**src/rtl/uart_operand_rx.sv**
```systemverilog
// rtl/uart_operand_rx.sv - 8N1 UART receiver that pairs good bytes into multiplier operands A and B
// A held A byte is abandoned after TIMEOUT_BITS idle bit-times; line breaks are parked until release.
module uart_operand_rx #(
  parameter int CLKS_PER_BIT = 16,
  parameter int TIMEOUT_BITS = 32
) (
  input  logic       clk,
  input  logic       rst,
  input  logic       rx_in,
  output logic [7:0] op_a,
  output logic [7:0] op_b,
  output logic       op_valid,
  output logic       frame_err,
  output logic       busy
);

  localparam int TW    = $clog2(CLKS_PER_BIT);
  localparam int LIMIT = TIMEOUT_BITS * CLKS_PER_BIT;
  localparam int CW    = $clog2(LIMIT + 1);
  localparam logic [TW-1:0] HALF_M1  = TW'(CLKS_PER_BIT / 2 - 1);
  localparam logic [TW-1:0] FULL_M1  = TW'(CLKS_PER_BIT - 1);
  localparam logic [CW-1:0] LIMIT_C  = CW'(LIMIT);
  localparam logic [CW-1:0] EXPIRE_C = CW'(LIMIT - 1);

  typedef enum logic [2:0] {S_IDLE, S_START, S_DATA, S_STOP, S_BREAK} state_t;

  state_t          state_q, state_d;
  logic            sync1_q, sync1_d, rx_s_q, rx_s_d;
  logic [TW-1:0]   timer_q, timer_d;
  logic [2:0]      bit_cnt_q, bit_cnt_d;
  logic [7:0]      shift_q, shift_d, hold_q, hold_d;
  logic            good_q, good_d, ptr_q, ptr_d;
  logic [CW-1:0]   to_cnt_q, to_cnt_d;
  logic [7:0]      op_a_q, op_a_d, op_b_q, op_b_d;
  logic            op_valid_q, op_valid_d, frame_err_q, frame_err_d, busy_q, busy_d;
  logic            drop;

  always_comb begin
    sync1_d     = rx_in;
    rx_s_d      = sync1_q;
    state_d     = state_q;
    timer_d     = timer_q;
    bit_cnt_d   = bit_cnt_q;
    shift_d     = shift_q;
    hold_d      = hold_q;
    ptr_d       = ptr_q;
    to_cnt_d    = to_cnt_q;
    op_a_d      = op_a_q;
    op_b_d      = op_b_q;
    op_valid_d  = 1'b0;
    frame_err_d = 1'b0;
    good_d      = 1'b0;
    drop        = 1'b0;

    case (state_q)
      S_IDLE: begin
        if (!rx_s_q) begin
          state_d   = S_START;
          timer_d   = '0;
          bit_cnt_d = '0;
        end
      end
      S_START: begin
        if (timer_q == HALF_M1) begin
          timer_d = '0;
          state_d = rx_s_q ? S_IDLE : S_DATA;
        end else begin
          timer_d = timer_q + TW'(1);
        end
      end
      S_DATA: begin
        if (timer_q == FULL_M1) begin
          timer_d   = '0;
          shift_d   = {rx_s_q, shift_q[7:1]};
          bit_cnt_d = bit_cnt_q + 3'd1;
          if (bit_cnt_q == 3'd7) state_d = S_STOP;
        end else begin
          timer_d = timer_q + TW'(1);
        end
      end
      S_STOP: begin
        if (timer_q == FULL_M1) begin
          timer_d = '0;
          if (rx_s_q) begin
            good_d  = 1'b1;
            state_d = S_IDLE;
          end else begin
            frame_err_d = 1'b1;
            drop        = 1'b1;
            state_d     = S_BREAK;
          end
        end else begin
          timer_d = timer_q + TW'(1);
        end
      end
      S_BREAK: begin
        if (rx_s_q) state_d = S_IDLE;
      end
      default: state_d = S_IDLE;
    endcase

    // Pairing acts one cycle after the stop-bit sample; shift_q is untouched meanwhile.
    if (drop) begin
      ptr_d = 1'b0;
    end else if (good_q) begin
      if (!ptr_q) begin
        hold_d   = shift_q;
        ptr_d    = 1'b1;
        to_cnt_d = '0;
      end else begin
        op_a_d     = hold_q;
        op_b_d     = shift_q;
        op_valid_d = 1'b1;
        ptr_d      = 1'b0;
      end
    end else if (ptr_q && state_q == S_IDLE) begin
      if (to_cnt_q != LIMIT_C) to_cnt_d = to_cnt_q + CW'(1);
      if (to_cnt_q == EXPIRE_C) ptr_d = 1'b0;
    end

    busy_d = (state_d != S_IDLE) || ptr_d;
  end

  always_ff @(posedge clk) begin
    if (rst) begin
      state_q     <= S_IDLE;
      sync1_q     <= 1'b1;
      rx_s_q      <= 1'b1;
      timer_q     <= '0;
      bit_cnt_q   <= '0;
      shift_q     <= '0;
      hold_q      <= '0;
      good_q      <= 1'b0;
      ptr_q       <= 1'b0;
      to_cnt_q    <= '0;
      op_a_q      <= '0;
      op_b_q      <= '0;
      op_valid_q  <= 1'b0;
      frame_err_q <= 1'b0;
      busy_q      <= 1'b0;
    end else begin
      state_q     <= state_d;
      sync1_q     <= sync1_d;
      rx_s_q      <= rx_s_d;
      timer_q     <= timer_d;
      bit_cnt_q   <= bit_cnt_d;
      shift_q     <= shift_d;
      hold_q      <= hold_d;
      good_q      <= good_d;
      ptr_q       <= ptr_d;
      to_cnt_q    <= to_cnt_d;
      op_a_q      <= op_a_d;
      op_b_q      <= op_b_d;
      op_valid_q  <= op_valid_d;
      frame_err_q <= frame_err_d;
      busy_q      <= busy_d;
    end
  end

  assign op_a      = op_a_q;
  assign op_b      = op_b_q;
  assign op_valid  = op_valid_q;
  assign frame_err = frame_err_q;
  assign busy      = busy_q;

endmodule

```
**config.mk**
```make
export PLATFORM = sky130hd
export DESIGN_NAME = uart_operand_rx
export DESIGN_NICKNAME = d
export VERILOG_FILES = /design/src/rtl/uart_operand_rx.sv
export SDC_FILE = /design/constraint.sdc
export NUM_CORES = 1
export LEC_CHECK = 0
export CELL_PAD_IN_SITES_DETAIL_PLACEMENT = 0
export CELL_PAD_IN_SITES_GLOBAL_PLACEMENT = 1
export CORE_ASPECT_RATIO = 1.4
export CORE_UTILIZATION = 35
export CTS_BUF_LIST = sky130_fd_sc_hd__clkbuf_4 sky130_fd_sc_hd__clkbuf_8
export CTS_CLUSTER_SIZE = 10
export DETAILED_ROUTE_END_ITERATION = 8
export GPL_TIMING_DRIVEN = 0
export PLACE_DENSITY_LB_ADDON = 0.1
export SLEW_MARGIN = 10
export SYNTH_ARGS = -nofsm -noshare
export SYNTH_HDL_FRONTEND = slang
export SYNTH_SLANG_ARGS = --single-unit
```
**constraint.sdc**
```tcl
create_clock -name clk -period 6.6 [get_ports clk]
set_clock_uncertainty 0.15 [all_clocks]
set_input_delay 1.32 -clock clk [delete_from_list [all_inputs] [get_ports clk]]
set_output_delay 1.32 -clock clk [all_outputs]
set_load 0.05 [all_outputs]
```
==> run metrics <==
CTS tree=yes; Setup CP Type=flip-flop to output pin; Compound-Gate Fraction of Synth Area=0.158; count of final hold-check violations=0; Worst EP arrival=1510 ps; CTS Root Cell=clkbuf_8; CTS max path bufs=2; area share of xor/xnor cells in the synthesized design=0.00708; prevailing post-synth register cell=dfxtp_1; Num CTS Buffers=9; GRT Residual Overflow=0; drt pass-1 iters=4; max_slew headroom=0.643; Antenna Nets Post-Route=0; family with the most delay on the worst path=buffers and inverters; vias after detailed routing=2075; status=finished clean; Synth Cell Area=0.00247 mm²; Final Cycle Share=0.452; Syn Nets=292; hold buffer count at CTS=0; Avg WL per Cell=13.7 µm; Synth warnings=0; vias per cell=5.02; top-count cell post-synth=dfxtp_1; H-tree depth=3; io pins=22; syn avg cell area=8.71 µm²; Critical Path Fanout Max=2; top post-synthesis cells by count=dfxtp_1 (59), nand2_1 (51), a21oi_1 (37); Synth Instances=284; distinct cell type count after synthesis=44; core area=0.00670 mm²; # DRC=0; fmax=335 MHz; WP data required=5130 ps; All-Layer GR Usage=0.167; largest net degree at the start of global routing=11; area leader, netlist=dfxtp_1; ranking of synthesized cells by area=dfxtp_1 (48%), nand2_1 (7.7%), a21oi_1 (7.5%), mux2i_1 (4.0%), nor2_1 (3.2%); multiplexer area fraction after synthesis=0.0405; final setup fails=0; Syn-to-layout area delta=21.3%; CP max-delay cell=clkdlybuf4s50_1; post-synthesis adder-cell area fraction=0.0253; post-CTS setup buffers=0; post-synth top area share=0.477; Resize count post-CTS=0; clock slew at reported path FFs=70 ps; RePlAce Congestion=0.771; sequential area share after synthesis=0.477; Least-Margin Pin Slew=522 ps; Layout Nets=324; Hold Crit Depth=1; crit-path max cell delay=820 ps; CP Capture Type=output pin; Post-synth ARST share=0; Finished Cell Area=0.00300 mm²; Pleak=1.01 nW; Area after DPL=0.00280 mm²; die height=101 µm; clock latency on the worst-skew pair=350 ps; initial antenna violation count=0; post-layout power=0.715 mW; fin. max-slew vios=0; fin crit period=2980 ps; FP Rows=35; global-route wire length before repair=9.26 mm; Die X=73.1 µm; largest family of logic cells by synthesized area=simple AND/OR/NAND/NOR gates; layout cells sized above 1=0.121; PwrDens=238 mW/mm²; DP HPWL=3.89 mm; antenna cells=0; DR iter-0 viols=103; EDFF count, synth=0; setup TNS=0 ps; Port Buf Inserts=21; CP bufs+invs=1; Starting Density=0.369; crit-path cells=clkdlybuf4s50_1; vias in the first global route=1926; peak supply drop=0.120 mV; critical path depth=1; Sink Count=59; Synth Area in Simple Gates=0.241; startpoint types=flip-flop; RSZ-0062 raised after global routing=false; HP Class=flip-flop to flip-flop; DIE AREA=0.00741 mm²; hold slack=267 ps; R2R depth=8; WL final=5.64 mm; max-cap violations=0; synthesized flop and latch total=59
power by group:
| part | internal (mW) | total (mW) | switching [mW] |
|---|---|---|---|
| Combinational | 0.00617 | 0.0182 | 0.0121 |
| Sequential | 0.358 | 0.359 | 0.00143 |
| Clock | 0.192 | 0.338 | 0.145 |
through the flow:
step | instances | util | worst slack [ps]
5_1_grt | 413 | 0.448 | 3560
2_1_floorplan | 284 | - | 4230
3_3_place_gp | 397 | 0.418 | 3380
4_1_cts | 413 | 0.448 | 3600
3_5_place_dp | 397 | 0.418 | 3400
6_report | 413 | 0.448 | 3620
layout by cell type (no fill, tap or decap), drive strengths merged, types with 5 or more instances in the layout:
master	count
dfxtp	59
nand2	51
a21oi	37
clkbuf	23
nor2	21
clkdlybuf4s50	21
nand3	16
mux2i	10
buf	9
or4	7
inv	6
ha	5
or3	5
area by class of cell:
class / instances / area [µm²]
Buffer: 20 / 103
Clock buffer: 12 / 153
Clock inverter: 4 / 50.0
Fill cell: 687 / 3700
Inverter: 6 / 22.5
Multi-Input combinational cell: 199 / 1170
Sequential cell: 59 / 1180
Tap cell: 92 / 115
Timing Repair Buffer: 21 / 210
layer usage:
| layer | track usage | vias up | share of wire |
|---|---|---|---|
| li1 | - | 1064 | - |
| met1 | 0.199 | 972 | 0.47 |
| met2 | 0.270 | 29 | 0.48 |
| met3 | 0.0408 | 10 | 0.029 |
| met4 | 0.0995 | 0 | 0.021 |
| met5 | 0 | - | 0 |
state kept, by name, summed over array words and instances, names as in the netlist:
| register | count |
|---|---|
| bit_cnt_q | 3 |
| busy | 1 |
| frame_err | 1 |
| good_q | 1 |
| hold_q | 8 |
| op_a | 8 |
| op_b | 8 |
| op_valid | 1 |
| ptr_q | 1 |
| rx_s_d | 1 |
| rx_s_q | 1 |
| shift_q | 8 |
| state_q | 3 |
| timer_q | 4 |
| to_cnt_q | 10 |
kinds of logic (layout without fill, tap and decap cells):
family                     Yosys count  in the layout
adders and majority gates            5              5
buffers and inverters               26             63
xor gates and xnor gates             2              2
muxes                               10             10
AOI/OAI and AO/OA                   61             61
and+or+nand+nor                    121            121
DFF                                 59             59
worst register-to-register path: cells and delay by family, from the launching register on:
kind            cells  cell delay, ps
fa+ha+maj           1             310
buf+inv             2             440
flops               1             390
compound gates      1              70
simple gates        4            1160
worst paths after layout:
| kind | startpoint | end | slack, ps |
|---|---|---|---|
| setup / recovery | op_a[7]$_SDFFE_PP0P_ | op_a[7] | 3620 |
| setup reg to reg | timer_q[0]$_SDFFE_PP0P_ | op_b[6]$_SDFFE_PP0P_ | 3960 |
| hold reg to reg | rx_s_d$_SDFF_PP1_ | rx_s_q$_SDFF_PP1_ | 270 |
| hold / removal | rx_s_d$_SDFF_PP1_ | rx_s_q$_SDFF_PP1_ | 270 |
No activity file was read; power rests on OpenSTA's default activity.
